File: config.mk
export PLATFORM = sky130hd
export DESIGN_NAME = pc_src_ctrl
export DESIGN_NICKNAME = d
export VERILOG_FILES = /design/src/rtl/rv_fetch_pkg.sv /design/src/rtl/pc_src_ctrl.sv
export SDC_FILE = /design/constraint.sdc
export NUM_CORES = 1
export LEC_CHECK = 0
export BUFFER_PORTS_ARGS = -buffer_cell sky130_fd_sc_hd__buf_2
export CAP_MARGIN = 5
export CELL_PAD_IN_SITES_DETAIL_PLACEMENT = 1
export CELL_PAD_IN_SITES_GLOBAL_PLACEMENT = 1
export CORE_MARGIN = 1.5
export CORE_UTILIZATION = 28
export DETAILED_ROUTE_END_ITERATION = 7
export GPL_TIMING_DRIVEN = 1
export PLACE_DENSITY_LB_ADDON = 0.1
export SKIP_LAST_GASP = 1
export SYNTH_ARGS = -nofsm -noshare
export SYNTH_HDL_FRONTEND = slang
export SYNTH_SLANG_ARGS = --single-unit
export TNS_END_PERCENT = 1
File: constraint.sdc
create_clock -name clk_in -period 1.4 [get_ports clk_in]
set_input_delay 0.28 -clock clk_in [delete_from_list [all_inputs] [get_ports clk_in]]
set_output_delay 0.28 -clock clk_in [all_outputs]
set_load 0.03 [all_outputs]
File: src/rtl/rv_fetch_pkg.sv
// Shared fetch-side encodings: PC mux select codes, fetch-redirect FSM
// states and the trap cause raised for a misaligned branch target.
package rv_fetch_pkg;

  // PC mux select codes, shared with the stage-1 PC mux
  localparam logic [1:0] PC_SRC_BOOT = 2'b00;
  localparam logic [1:0] PC_SRC_EPC  = 2'b01;
  localparam logic [1:0] PC_SRC_TRAP = 2'b10;
  localparam logic [1:0] PC_SRC_NEXT = 2'b11;

  // Fetch-redirect FSM state encoding
  localparam logic [1:0] ST_BOOT = 2'b00;
  localparam logic [1:0] ST_RUN  = 2'b01;
  localparam logic [1:0] ST_TRAP = 2'b10;
  localparam logic [1:0] ST_EPC  = 2'b11;

  // Instruction-address-misaligned exception cause code
  localparam logic [3:0] CAUSE_INSTR_MISALIGNED = 4'd0;

  // Flush counter width
  localparam int FLUSH_CNT_W = 3;

endpackage

File: src/rtl/pc_src_ctrl.sv
// Fetch-redirect controller for the stage-1 PC mux. Sequences boot fetch,
// trap entry, mret return and misaligned-branch traps; every redirect is
// held until the instruction bus accepts the fetch address, after which
// the front end is flushed for FLUSH_CYCLES more cycles.
module pc_src_ctrl
  import rv_fetch_pkg::*;
#(
  parameter int FLUSH_CYCLES = 2,
  parameter int PC_SRC_W     = 2
) (
  input  logic                clk_in,
  input  logic                rst_in,
  input  logic                ahb_ready_in,
  input  logic                stall_in,
  input  logic                branch_taken_in,
  input  logic                misaligned_instr_in,
  input  logic                trap_taken_in,
  input  logic                mret_in,
  output logic [PC_SRC_W-1:0] pc_src_out,
  output logic                pc_write_en_out,
  output logic                flush_out,
  output logic                misaligned_trap_out,
  output logic                redirect_busy_out
);

  localparam logic [FLUSH_CNT_W-1:0] FLUSH_LOAD = FLUSH_CNT_W'(FLUSH_CYCLES);

  logic [1:0]             state_q, state_d;
  logic [FLUSH_CNT_W-1:0] flush_cnt_q, flush_cnt_d;
  logic                   mis_trap_q, mis_trap_d;

  logic [1:0]             pc_src_s;
  logic                   pc_we_s;
  logic                   flush_s;
  logic                   busy_s;

  // Next-state, flush counter and output decode for the redirect FSM
  always_comb begin
    state_d     = state_q;
    flush_cnt_d = flush_cnt_q;
    mis_trap_d  = 1'b0;
    pc_src_s    = PC_SRC_BOOT;
    pc_we_s     = 1'b0;
    flush_s     = 1'b1;
    busy_s      = 1'b1;

    case (state_q)
      ST_BOOT: begin
        pc_src_s = PC_SRC_BOOT;
        pc_we_s  = ahb_ready_in;
        if (ahb_ready_in) begin
          state_d     = ST_RUN;
          flush_cnt_d = FLUSH_LOAD;
        end else begin
          state_d = ST_BOOT;
        end
      end

      ST_RUN: begin
        pc_src_s = PC_SRC_NEXT;
        busy_s   = 1'b0;
        if (flush_cnt_q != {FLUSH_CNT_W{1'b0}}) begin
          flush_cnt_d = flush_cnt_q - {{(FLUSH_CNT_W-1){1'b0}}, 1'b1};
        end else begin
          flush_cnt_d = {FLUSH_CNT_W{1'b0}};
        end
        // Redirects never load the PC here; the target is loaded once the
        // bus accepts it from the TRAP/EPC state.
        if (trap_taken_in) begin
          state_d = ST_TRAP;
          pc_we_s = 1'b0;
          flush_s = 1'b1;
        end else if (mret_in) begin
          state_d = ST_EPC;
          pc_we_s = 1'b0;
          flush_s = 1'b1;
        end else if (branch_taken_in && misaligned_instr_in) begin
          state_d    = ST_TRAP;
          pc_we_s    = 1'b0;
          flush_s    = 1'b1;
          mis_trap_d = 1'b1;
        end else begin
          state_d = ST_RUN;
          pc_we_s = ahb_ready_in && !stall_in;
          flush_s = (flush_cnt_q != {FLUSH_CNT_W{1'b0}});
        end
      end

      ST_TRAP: begin
        pc_src_s = PC_SRC_TRAP;
        pc_we_s  = ahb_ready_in;
        // A late mret is dropped; the CSR unit re-issues it if still needed.
        if (ahb_ready_in) begin
          state_d     = ST_RUN;
          flush_cnt_d = FLUSH_LOAD;
        end else begin
          state_d = ST_TRAP;
        end
      end

      ST_EPC: begin
        pc_src_s = PC_SRC_EPC;
        pc_we_s  = ahb_ready_in;
        // A trap arriving during the mret return takes over the redirect.
        if (trap_taken_in) begin
          state_d = ST_TRAP;
        end else if (ahb_ready_in) begin
          state_d     = ST_RUN;
          flush_cnt_d = FLUSH_LOAD;
        end else begin
          state_d = ST_EPC;
        end
      end

      default: begin
        state_d     = ST_BOOT;
        flush_cnt_d = {FLUSH_CNT_W{1'b0}};
      end
    endcase

    // While reset is held, present the boot redirect regardless of state.
    if (rst_in) begin
      pc_src_s   = PC_SRC_BOOT;
      pc_we_s    = 1'b0;
      flush_s    = 1'b1;
      busy_s     = 1'b1;
      mis_trap_d = 1'b0;
    end else begin
      mis_trap_d = mis_trap_d;
    end
  end

  // State, flush counter and misaligned-pulse registers
  always_ff @(posedge clk_in) begin
    if (rst_in) begin
      state_q     <= ST_BOOT;
      flush_cnt_q <= {FLUSH_CNT_W{1'b0}};
      mis_trap_q  <= 1'b0;
    end else begin
      state_q     <= state_d;
      flush_cnt_q <= flush_cnt_d;
      mis_trap_q  <= mis_trap_d;
    end
  end

  assign pc_src_out          = PC_SRC_W'(pc_src_s);
  assign pc_write_en_out     = pc_we_s;
  assign flush_out           = flush_s;
  assign redirect_busy_out   = busy_s;
  assign misaligned_trap_out = mis_trap_q;

endmodule

==> run_results.csv <==
group,metric,value,unit
outcome,status,"finished, violations left",
outcome,failed_checks,"negative setup slack",
floorplan,initial_core_util,31.4,%
pwr,p_sw,130,µW
critical_path,worst_setup_path_end_kind,"output pin",
pwr,power.leakage,0.000287,µW
floorplan,fp.dieH,39.2,µm
route,ant_nets,0,
sta,finalWorstSetupSlack,-0.345,ns
min_path,worst_hold_startpoint,"mret_in",
final_layout,syn_to_final_growth,57.5,%
cts,clockRootBuffer,"clkbuf_4",
pwr,pwr-share-clk,36.6,%
route,wl,1.05,mm
final_layout,seq_area,121,µm²
route,via_count,413,
pwr,switching_share,28.6,%
sta,rsz0062_at_grt,"yes",
grt,grt.total_usage,18.6,%
grt,grt_max_degree,7,
place,place_area,543,µm²
route,vias_per_cell,5.04,
pwr,power.total,455,µW
pwr,intPower,325,µW
final_layout,fin_util,49.5,%
cts,h-tree-depth,1,
sta,finalHoldWorstSlack,0.309,ns
cts,clk_pin_slew,0.05,ns
sta,setup_violations,5,
critical_path,r2r-start,"state_q[1]$_SDFF_PP0_",
critical_path,r2r_slack,-0.02,ns
grt,antenna_found_initial,0,
final_layout,multi_input_area,256,µm²
sta,fin_crit,1.74,ns
critical_path,worst_ep_arrival_time,1.46,ns
cts,cts_tree,"yes",
synthesis,syn_area_per_cell,8.76,µm²
min_path,hold_class,"input pin to flop",
pwr,comb_power_share,23.4,%
cts,clk_latency,0.24,ns
final_layout,nets,82,
floorplan,die_w,39.2,µm
pwr,power_density,785,mW/mm²
critical_path,r2r_cells,6,
synthesis,synthTopCellsByArea,"dfxtp_1, ha_1, o21ai_0",
sta,slew_viol_final,0,
sta,worst_pin_slew,0.375,ns
sta,finalCritPeriodShare,125,%
synthesis,syn_inst,42,
sta,fmax,573,MHz
synthesis,synth_seq_area_share,32.7,%
flow_run,drv_cap,0,
floorplan,die_area,0.00154,mm²
critical_path,start_kind,"flop",
min_path,min_to,"misaligned_trap_out$_SDFF_PP0_",
synthesis,ys_warn_count,0,
pwr,peakVddDrop,0.341,mV
route,wire_per_inst,12.8,µm
final_layout,antenna_cells,0,
critical_path,crit_fanout,2,
synthesis,synth_top_area_cell,"dfxtp_1",
synthesis,synth.ff_latch_count,6,
critical_path,crit_chain,"inv_2, ha_4, nand2b_4, or4b_4, buf_6",
cts,cts_buffer_depth,2,
pwr,p_seq_share,40.0,%
floorplan,io_pins,14,
critical_path,crit_type,"flop to output pin",
floorplan,rows,12,
critical_path,slowest_delay,0.48,ns
final_layout,drive_gt1_share,48.5,%
route,detail_route.iter0.violations,7,
synthesis,ys_types,23,
final_layout,final_area,579,µm²
grt,grt_pass1_vias,435,
grt,overflow,0,
sta,finalHoldViolations,0,
synthesis,syn_nets,54,
synthesis,netlist_area,368,µm²
grt,grt_pass1_wl,1.84,mm
route,drt-pass1-iter-count,4,
sta,fin_skew,0.000319,ns
critical_path,crit_required,1.12,ns
cts,cts_buffers,3,
route,route.detailed.drc,0,
place,io_buffers,13,
place,dpl.hpwl,882,µm
place,gp_congestion,0.768,
sta,max_slew_margin,75.0,%
synthesis,synth_top_area_share,32.7,%
critical_path,r2r-end,"flush_cnt_q[0]$_SDFFE_PP0P_",
final_layout,nFillCells,145,
cts,clock-sinks,6,
critical_path,cp_slowest_cell,"or4b_4",
min_path,whs_path_depth,3,
floorplan,core_area,0.00117,mm²
## registers in the layout, indices dropped and copies added, names as in the netlist
signal,count
flush_cnt_q,3
misaligned_trap_out,1
state_q,2
## placed cells by master, fill, tap and decap left out, drive strengths merged
| cell | synthesis | routed |
|---|---|---|
| o221ai | 1 | 1 |
| nor4 | 2 | 2 |
| a21o | 1 | 1 |
| clkbuf | 0 | 3 |
| a31o | 1 | 1 |
| dfxtp | 6 | 6 |
| o2bb2ai | 1 | 1 |
| or3b | 1 | 1 |
| a222oi | 1 | 1 |
| o21ai | 3 | 3 |
| nand2b | 2 | 2 |
| or4b | 1 | 1 |
| and3 | 1 | 1 |
| o211a | 1 | 1 |
| nand2 | 1 | 1 |
| ha | 4 | 4 |
| buf | 0 | 23 |
| nor2b | 2 | 2 |
| nor3 | 1 | 1 |
| a211o | 1 | 1 |
| inv | 4 | 4 |
| or2 | 1 | 1 |
| a21oi | 2 | 2 |
| nor2 | 4 | 4 |
## synthesized netlist by cell type
master     instances
nor2_1             4
a211o_1            1
ha_1               4
o21ai_0            3
nand2_1            1
inv_1              4
a21o_1             1
nor4_1             2
o211a_1            1
o221ai_1           1
nor2b_1            2
nand2b_2           1
and3_1             1
a222oi_1           1
o2bb2ai_1          1
a21oi_1            2
or2_2              1
a31o_1             1
or4b_1             1
nor3_1             1
nand2b_1           1
dfxtp_1            6
or3b_1             1
## cell type report
| type | count | share of cell area (%) |
|---|---|---|
| multi-input combinational | 32 | 44.3 |
| timing repair buffer | 23 | 25.3 |
| tap | 14 | 3.02 |
| sequential | 6 | 21.0 |
| inverter | 4 | 2.59 |
| clock buffer | 3 | 3.89 |
## what timing repair did
action / CTS / global route
pin swaps: 0 / 0
hold buffers: 0 / 0
resized for setup: 2 / 0
setup buffers: 1 / 0
cloned: 0 / 0
endpoints found under the setup margin: 5 / 9
## through the flow
step,TNS (ns),setup WS (ns),std cells
final,-0.871,-0.345,82
after global routing,-1.51,-0.399,82
after CTS,-0.952,-0.356,82
after detailed placement,-0.508,-0.284,78
after global placement,-0.404,-0.247,78
after floorplan,-0.0969,-0.0870,42
## cell families (layout without fill, tap and decap cells)
kind of cell,count (synthesis),after routing,share of synthesized area (%)
compound gates,12,12,23.8
fa+ha+maj,4,4,13.6
buf+inv,4,30,4.08
flops,6,6,32.7
simple gates,16,16,25.9
## worst max-delay path by stage
stage / startpoint / endpoint / slack (ns) / depth (start not counted)
after floorplan: state_q[1]$_SDFF_PP0_ / flush_out / -0.09 / 4
after global placement: branch_taken_in / flush_out / -0.25 / 4
after detailed placement: branch_taken_in / flush_out / -0.28 / 4
after CTS: state_q[1]$_SDFF_PP0_ / flush_out / -0.36 / 5
after global routing: state_q[1]$_SDFF_PP0_ / flush_out / -0.40 / 5
final: state_q[1]$_SDFF_PP0_ / flush_out / -0.34 / 5
## power by group through the flow
stage / clock [µW] / sequential [µW] / combinational, µW
after detailed placement: 0 / 186 / 106
after floorplan: 0 / 186 / 55.7
final: 166 / 182 / 106
after CTS: 173 / 182 / 108
after global placement: 0 / 185 / 101
after global routing: 183 / 182 / 118
## routing by layer
metal	GRT usage (%)	vias up	share of wire, %	wire [µm]
met1	21.3	189	47	496
met2	30.4	15	46	486
met4	10.3	0	0.48	5
met3	5.20	2	5.6	59
met5	0	-	0	0
li1	-	207	-	-
## critical path: cells and delay by family (launching register included)
kind	cells	cell delay (ns)
flip-flops	1	0.31
AND/OR/NAND/NOR	2	0.54
adder cells (fa/ha/maj)	1	0.14
buffers and inverters	2	0.22
Power figures use the tool's default switching activity.
